### src/rtl/run_monitor.sv
// Run-completion monitor for the execution CPU: detects PC halt and timeout, and counts cycles and register writes.
// Optional write-history buffer is enabled by defining RUN_MON_HIST_EN.
//
// state    | meaning
// ---------+----------------------------------------------------------
// IDLE     | waiting for start; counters held clear, prev_pc tracks pc
// RUN      | counting cycles/writes, watching for halt or timeout
// HALTED   | pc parked for HALT_CYCLES samples; results frozen
// TIMEDOUT | TIMEOUT cycles elapsed without a halt; results frozen
module run_monitor #(
  parameter int HALT_CYCLES = 4,
  parameter int TIMEOUT     = 50000,
  parameter int WATCH_REG   = 2
) (
  input  logic        clk,
  input  logic        reset,
  input  logic        start,
  input  logic [31:0] pc,
  input  logic        reg_we,
  input  logic [4:0]  reg_waddr,
  input  logic [31:0] reg_wdata,
  input  logic [31:0] expected,
  input  logic [1:0]  hist_sel,
  output logic        busy,
  output logic        done,
  output logic        timeout,
  output logic        pass,
  output logic [31:0] cycles,
  output logic [31:0] writes,
  output logic [31:0] watch_value,
  output logic [4:0]  hist_addr,
  output logic [31:0] hist_data
);

  typedef enum logic [1:0] {IDLE, RUN, HALTED, TIMEDOUT} state_t;

  localparam logic [4:0]  WATCH_ADDR = 5'(WATCH_REG);
  localparam logic [31:0] HALT_LAST  = 32'(HALT_CYCLES - 1);
  localparam logic [31:0] TO_LAST    = 32'(TIMEOUT - 1);

  state_t      state;
  logic [31:0] prev_pc;
  logic [31:0] stable_cnt;
  logic        counted_write;
  logic        pc_same;
  logic        halt_hit;
  logic        timeout_hit;
  logic        restart;

  assign counted_write = reg_we && (reg_waddr != 5'd0);
  assign pc_same       = (pc == prev_pc);
  assign halt_hit      = pc_same && (stable_cnt == HALT_LAST);
  assign timeout_hit   = (cycles == TO_LAST);
  assign restart       = start && (state != RUN);

  assign pass = done && (watch_value == expected);

  always_ff @(posedge clk) begin
    if (reset) begin
      state       <= IDLE;
      busy        <= 1'b0;
      done        <= 1'b0;
      timeout     <= 1'b0;
      cycles      <= '0;
      writes      <= '0;
      watch_value <= '0;
      prev_pc     <= '0;
      stable_cnt  <= '0;
    end else begin
      case (state)
        RUN: begin
          if (cycles != '1) cycles <= cycles + 32'd1;
          if (counted_write) begin
            if (writes != '1) writes <= writes + 32'd1;
            if (reg_waddr == WATCH_ADDR) watch_value <= reg_wdata;
          end
          stable_cnt <= pc_same ? stable_cnt + 32'd1 : '0;
          prev_pc    <= pc;
          // halt has priority when both fire on the same edge
          if (halt_hit) begin
            state <= HALTED;
            busy  <= 1'b0;
            done  <= 1'b1;
          end else if (timeout_hit) begin
            state   <= TIMEDOUT;
            busy    <= 1'b0;
            timeout <= 1'b1;
          end
        end
        default: begin
          if (state == IDLE) begin
            cycles      <= '0;
            writes      <= '0;
            watch_value <= '0;
            stable_cnt  <= '0;
            prev_pc     <= pc;
          end
          if (start) begin
            state       <= RUN;
            busy        <= 1'b1;
            done        <= 1'b0;
            timeout     <= 1'b0;
            cycles      <= '0;
            writes      <= '0;
            watch_value <= '0;
            stable_cnt  <= '0;
            prev_pc     <= pc;
          end
        end
      endcase
    end
  end

`ifdef RUN_MON_HIST_EN
  // entry 0 is always the newest; entries shift toward 3 on each counted write
  logic [4:0]  h_addr [4];
  logic [31:0] h_data [4];

  always_ff @(posedge clk) begin
    if (reset || restart) begin
      for (int i = 0; i < 4; i++) begin
        h_addr[i] <= '0;
        h_data[i] <= '0;
      end
    end else if (state == RUN && counted_write) begin
      h_addr[0] <= reg_waddr;
      h_data[0] <= reg_wdata;
      for (int i = 1; i < 4; i++) begin
        h_addr[i] <= h_addr[i-1];
        h_data[i] <= h_data[i-1];
      end
    end
  end

  assign hist_addr = h_addr[hist_sel];
  assign hist_data = h_data[hist_sel];
`else
  logic unused_hist;
  assign unused_hist = ^{hist_sel, restart};
  assign hist_addr   = '0;
  assign hist_data   = '0;
`endif

endmodule

### config.mk
export PLATFORM = sky130hd
export DESIGN_NAME = run_monitor
export DESIGN_NICKNAME = d
export VERILOG_FILES = /design/src/rtl/run_monitor.sv
export SDC_FILE = /design/constraint.sdc
export NUM_CORES = 1
export LEC_CHECK = 0
export ABC_CLOCK_PERIOD_IN_PS = 2090
export CAP_MARGIN = 25
export CORE_MARGIN = 8
export CORE_UTILIZATION = 40
export CTS_CLUSTER_DIAMETER = 40
export CTS_CLUSTER_SIZE = 12
export DETAILED_ROUTE_END_ITERATION = 16
export GPL_TIMING_DRIVEN = 0
export PLACE_DENSITY = 0.68
export RECOVER_POWER = 50
export SYNTH_ARGS = -nofsm -noshare
export SYNTH_HDL_FRONTEND = slang
export SYNTH_SLANG_ARGS = --single-unit
### constraint.sdc
create_clock -name clk -period 2.09 [get_ports clk]
set_input_delay 0.209 -clock clk [delete_from_list [all_inputs] [get_ports clk]]
set_output_delay 0.209 -clock clk [all_outputs]
set_load 0.02 [all_outputs]
Yosys cells after proc, flatten, opt, wreduce, memory -nomap -nowiden
Cells that the tools add are included.

cells by class
  eq/ne operators = 16
  reductions and logical operators = 13
  $add $sub $neg = 3
  multiplexer cells = 29

operator list
  cell                                                    number
  2-to-1 mux 32 bit                                       15
  adder 32 x 1 -> 32 bit (second input constant)          3
  equality test 32 bit                                    2
  inequality test 32 bit (second input constant)          2
  equality test 32 x 16 -> 1 bit (second input constant)  1
  equality test 32 x 2 -> 1 bit (second input constant)   1
  inequality test 2 bit (second input constant)           7
  2-to-1 mux 1 bit                                        10
  AND reduction 3 bit                                     3
  2-to-1 mux 2 bit                                        4
  AND reduction 2 bit                                     3
  equality test 5 x 2 -> 1 bit (second input constant)    1
  nonzero test 5 bit                                      1
  logical AND 1 bit                                       3
  inequality test 3 bit (second input constant)           1
  nonzero test 3 bit                                      1
  equality test 2 x 1 -> 1 bit (second input constant)    1
  logical NOT 2 bit                                       1
  nonzero test 2 bit                                      1

word-level totals
  bits of input ports = 107
  register bits = 165

Longest topological paths before layout
  depth after elaboration = 4
  gate-level depth with buffers = 9

Least setup slack after synthesis
Ideal clock, no wire load.

  path kind = reg-to-reg
  start point = reg cycles[0]
  end point = reg cycles[4]
  required time = 2021 ps
  stages on the path, launching flop included = 8
  path buffers = 1
  arrival = 2015 ps
  setup time = 69 ps
  path slack = 6 ps
  path through = dfxtp_1 > ha_1 > nand3_1 > or4_4 > o31ai_4 > buf_6 > o21ai_1 > a21oi_2

on the way
  longest elaborated chain between the ends = 3
  elaborated cells between the ends (all ways) = 6
  those cells by class = add/sub: 1; eq/ne: 2; mux: 2; reduce/logical: 1

ends and longest elaborated chain
  what                                                              RTL line  source
  from (decl)                                                       28        output logic [31:0] cycles,
  from (signal assigned)                                            72        if (cycles != '1) cycles <= cycles + 32'd1;
  adder 32 x 1 -> 32 bit or inequality test 32 bit (tied branches)  72
  2-to-1 mux 32 bit or inequality test 2 bit (tied branches)        -
  2-to-1 mux 32 bit or AND reduction 2 bit (tied branches)          -

Several ways; a longest one is shown, not always the timed one. The select of a mux whose other input is x is not followed.
A chain may end at the register's enable or synchronous reset.

Final worst setup path
  start point = reg watch_value[7]
  end point = out pass

on the way
  longest elaborated chain between the ends = 2

ends and longest elaborated chain
  what                    RTL line  source
  from (decl)             30        output logic [31:0] watch_value,
  from (signal assigned)  75        if (reg_waddr == WATCH_ADDR) watch_value <= reg_wdata;
  equality test 32 bit    56        assign pass = done && (watch_value == expected);
  logical AND 1 bit       56
  to (decl)               27        output logic pass,

Every way passes these cells.

==> impl_metrics.tcl <==
set metrics [dict create \
    crit_top_cell "nand4_1" \
    clk_pin_slew_worst_paths_ps 70 \
    combPwrFrac_pct 12.3 \
    rsz0062_at_grt "yes" \
    powerDensity_mw_per_mm2 593 \
    wl_um 30800 \
    yosysMostFrequentCell "nand2_1" \
    ios 244 \
    synth_compound_area_share_pct 17.2 \
    yosys-top-cells-area "dfxtp_1 37%, nand2_1 7.4%, a21oi_1 6.3%" \
    drive_above_1_share_pct 15.6 \
    yosys.area_share.adder_pct 0.421 \
    cts_buffers 17 \
    min_to "state[0]" \
    hpwl_um 22700 \
    fin_tns_setup_ps -47.4 \
    die_area_mm2 0.0273 \
    insertion_delay_ps 440 \
    overflow 0 \
    slew_violations 0 \
    ctsHoldBuffers 0 \
    relSlewSlack_pct 56.0 \
    met1_length_um 13600 \
    synth_mux_area_share_pct 0.575 \
    rr_endpoint "stable_cnt[29]" \
    leakagePower_nw 4.39 \
    gp_congestion 0.905 \
    cp_max_fo 3 \
    cts_tree "yes" \
    netlist_top_cells_count "177 x nand2_1, 165 x dfxtp_1, 112 x a21oi_1" \
    root_buffer "clkbuf_16" \
    cts.sinks 165 \
    clockBufferDepth 2 \
    wl_per_cell_um 18.2 \
    ys_seq_elements 165 \
    seq_area_frac_synth_pct 37.0 \
    min_from "reset" \
    setup_viol 1 \
    syn2layout_area_growth_pct 40.5 \
    violations "setup timing" \
    clkPwrFrac_pct 43.7 \
    maxUsedRoutingLayer "met4" \
    yosys.area_share.simple_pct 30.7 \
    period_minus_slack_ps 2140 \
    p_sw_w 0.00195 \
    wl_met2_um 14600 \
    core_area_mm2 0.0219 \
    async_flop_share_pct 0 \
    grt_usage_pct 21.5 \
    dr_wl_met3_um 2220 \
    switching_share_pct 26.2 \
    setup_ws_ps -47.4 \
    status "complete, but fails checks" \
    drc 0 \
    antenna_found_initial 0 \
    p_seq_share_pct 44.1 \
    synth_xor_xnor_area_share_pct 7.07 \
    vias 9508 \
    crit_arrival_ps 1930 \
    avgSynthCellArea_um2 7.90 \
    finalCritPeriodShare_pct 102 \
    final_hold_viol_count 0 \
    tightest_slew_ps 660 \
    initial_core_util_pct 40.7 \
    reg2reg_slack_ps 90 \
    grt_max_degree 17 \
    hold_path_class "in2reg" \
    die_h_um 165 \
    slowest_delay_ps 340 \
    rr_worst_depth 7 \
    cts_max_level 4 \
    rows 54 \
    crit_chain "xnor2_2 > nand4_1 > nor4_2 > nand4_1 > nor4_1 > buf_2" \
    synth_top_family_by_area "simple AND/OR/NAND/NOR gates" \
    ys.flop_type "dfxtp_1" \
    ir_worst_vdd_v 0.000628 \
    antenna_cells 0 \
    io_buffers 203 \
    worstPathRequired_ps 1880 \
    netlist_instances 1129 \
    hold_depth 3 \
    grt_pass1_vias 8822 \
    yosysTopAreaCellShare_pct 37.0 \
    yosysTopAreaCell "dfxtp_1" \
    drt-initial-drc-count 721 \
    via_per_inst 5.61 \
    finalPower_w 0.00744 \
    first_pass_iters 5 \
    mappedNetlistArea_mm2 0.00892 \
    max_freq_mhz 468 \
    yosys_warnings 0 \
    crit_slowest_cell "dfxtp_2" \
    fin_skew_ps 13.9 \
    internal_power_w 0.00549 \
    synth-edff-count 0 \
    maxCapViolCount 0 \
    end_kind "output pin" \
    die_w_um 165 \
    final_nets 1511 \
    ant_nets 0 \
    worstSetupPathType "reg2out" \
    r2r_start "prev_pc[21]" \
    grt_pass1_wl_um 47500 \
    ys_types 64 \
    startpoint_type "flop" \
]
-- layout make-up --
| cell class | count | area (um2) |
|---|---|---|
| Inverter | 12 | 45.0 |
| Multi-Input combinational cell | 880 | 5390 |
| Clock buffer | 19 | 443 |
| Timing Repair Buffer | 223 | 2180 |
| Sequential cell | 165 | 3360 |
| Tap cell | 280 | 350 |
| Fill cell | 1997 | 9360 |
| Clock inverter | 13 | 160 |
| Buffer | 102 | 608 |
-- metrics by stage --
stage          area (um2)  worst slack, ps  utilization [%]  hold slack (ps)  instances
3_5_place_dp        11400             -696             52.2              456       1648
5_1_grt             12500             -157             57.3              330       1694
4_1_cts             12300             -166             56.2              271       1689
2_1_floorplan        9050             5.85                -              349       1165
6_report            12500            -47.4             57.3              288       1694
3_3_place_gp        11400             -684             52.2              451       1648
-- timing repair --
item,CTS,global route
gates resized for setup,66,81
setup endpoints to repair,130,159
setup buffers,12,7
cloned,1,0
pin swaps,11,14
-- cell usage in the layout (no fill, tap or decap), types with 13 or more instances in the layout --
cell             synthesis  layout
a21oi_1                112     111
and3_1                  14      13
buf_4                   37      64
clkbuf_1                47      21
clkbuf_16                0      17
clkbuf_2                 1      22
clkdlybuf4s50_1          0     166
conb_1                   1      37
dfxtp_1                165     131
dfxtp_2                  0      30
dlygate4sd3_1            0      35
nand2_1                177     176
nand3_1                 77      72
nand4_1                 58      58
nor2_1                  32      29
nor3_1                  16      14
nor4_1                  31      24
o2111ai_1               17      17
o211ai_1                16      16
o21ai_0                 27      27
o21ai_1                 14      14
o31ai_1                 22      22
or3_1                   28      28
or4_1                   27      27
xnor2_1                 62      57
-- sequential cells by signal, indices dropped and copies added, names as in the netlist --
signal,flops
writes,32
cycles,32
busy,1
state,2
prev_pc,32
watch_value,32
timeout,1
stable_cnt,32
done,1
-- power groups by stage --
stage	clock network [W]	registers, W	logic [W]
after floorplan	0	0.00337	0.000439
after detailed placement	0	0.00335	0.000877
after global placement	0	0.00335	0.000869
after global routing	0.00343	0.00328	0.000977
after CTS	0.00329	0.00328	0.000899
final	0.00325	0.00328	0.000911
-- worst max-delay path by stage --
| stage | startpoint | endpoint | depth (start not counted) |
|---|---|---|---|
| after CTS | watch_value[7] | pass | 6 |
| final | watch_value[7] | pass | 6 |
| after global placement | start | watch_value[26] | 8 |
| after floorplan | cycles[0] | cycles[4] | 7 |
| after global routing | watch_value[7] | pass | 6 |
| after detailed placement | start | watch_value[26] | 8 |
-- metal layers --
| layer | vias up | track usage [%] |
|---|---|---|
| met2 | 369 | 34.0 |
| met5 | - | 0 |
| met1 | 4454 | 29.4 |
| met3 | 39 | 4.44 |
| li1 | 4646 | - |
| met4 | 0 | 5.60 |
-- cell families after synthesis --
logic type               count (synthesis)
XOR/XNOR                                72
AND/OR/NAND/NOR                        517
buffers and inverters                  120
AO/OA/AOI/OAI                          246
other                                    1
adder cells (fa/ha/maj)                  3
multiplexers                             5
flip-flops                             165
-- critical path: cells and delay by family (launching register included) --
family / cells / cell delay [ps]
flops: 1 / 340
xor+xnor: 1 / 200
simple gates: 4 / 750
buf+inv: 1 / 210
(Power assumes the default switching activity.)
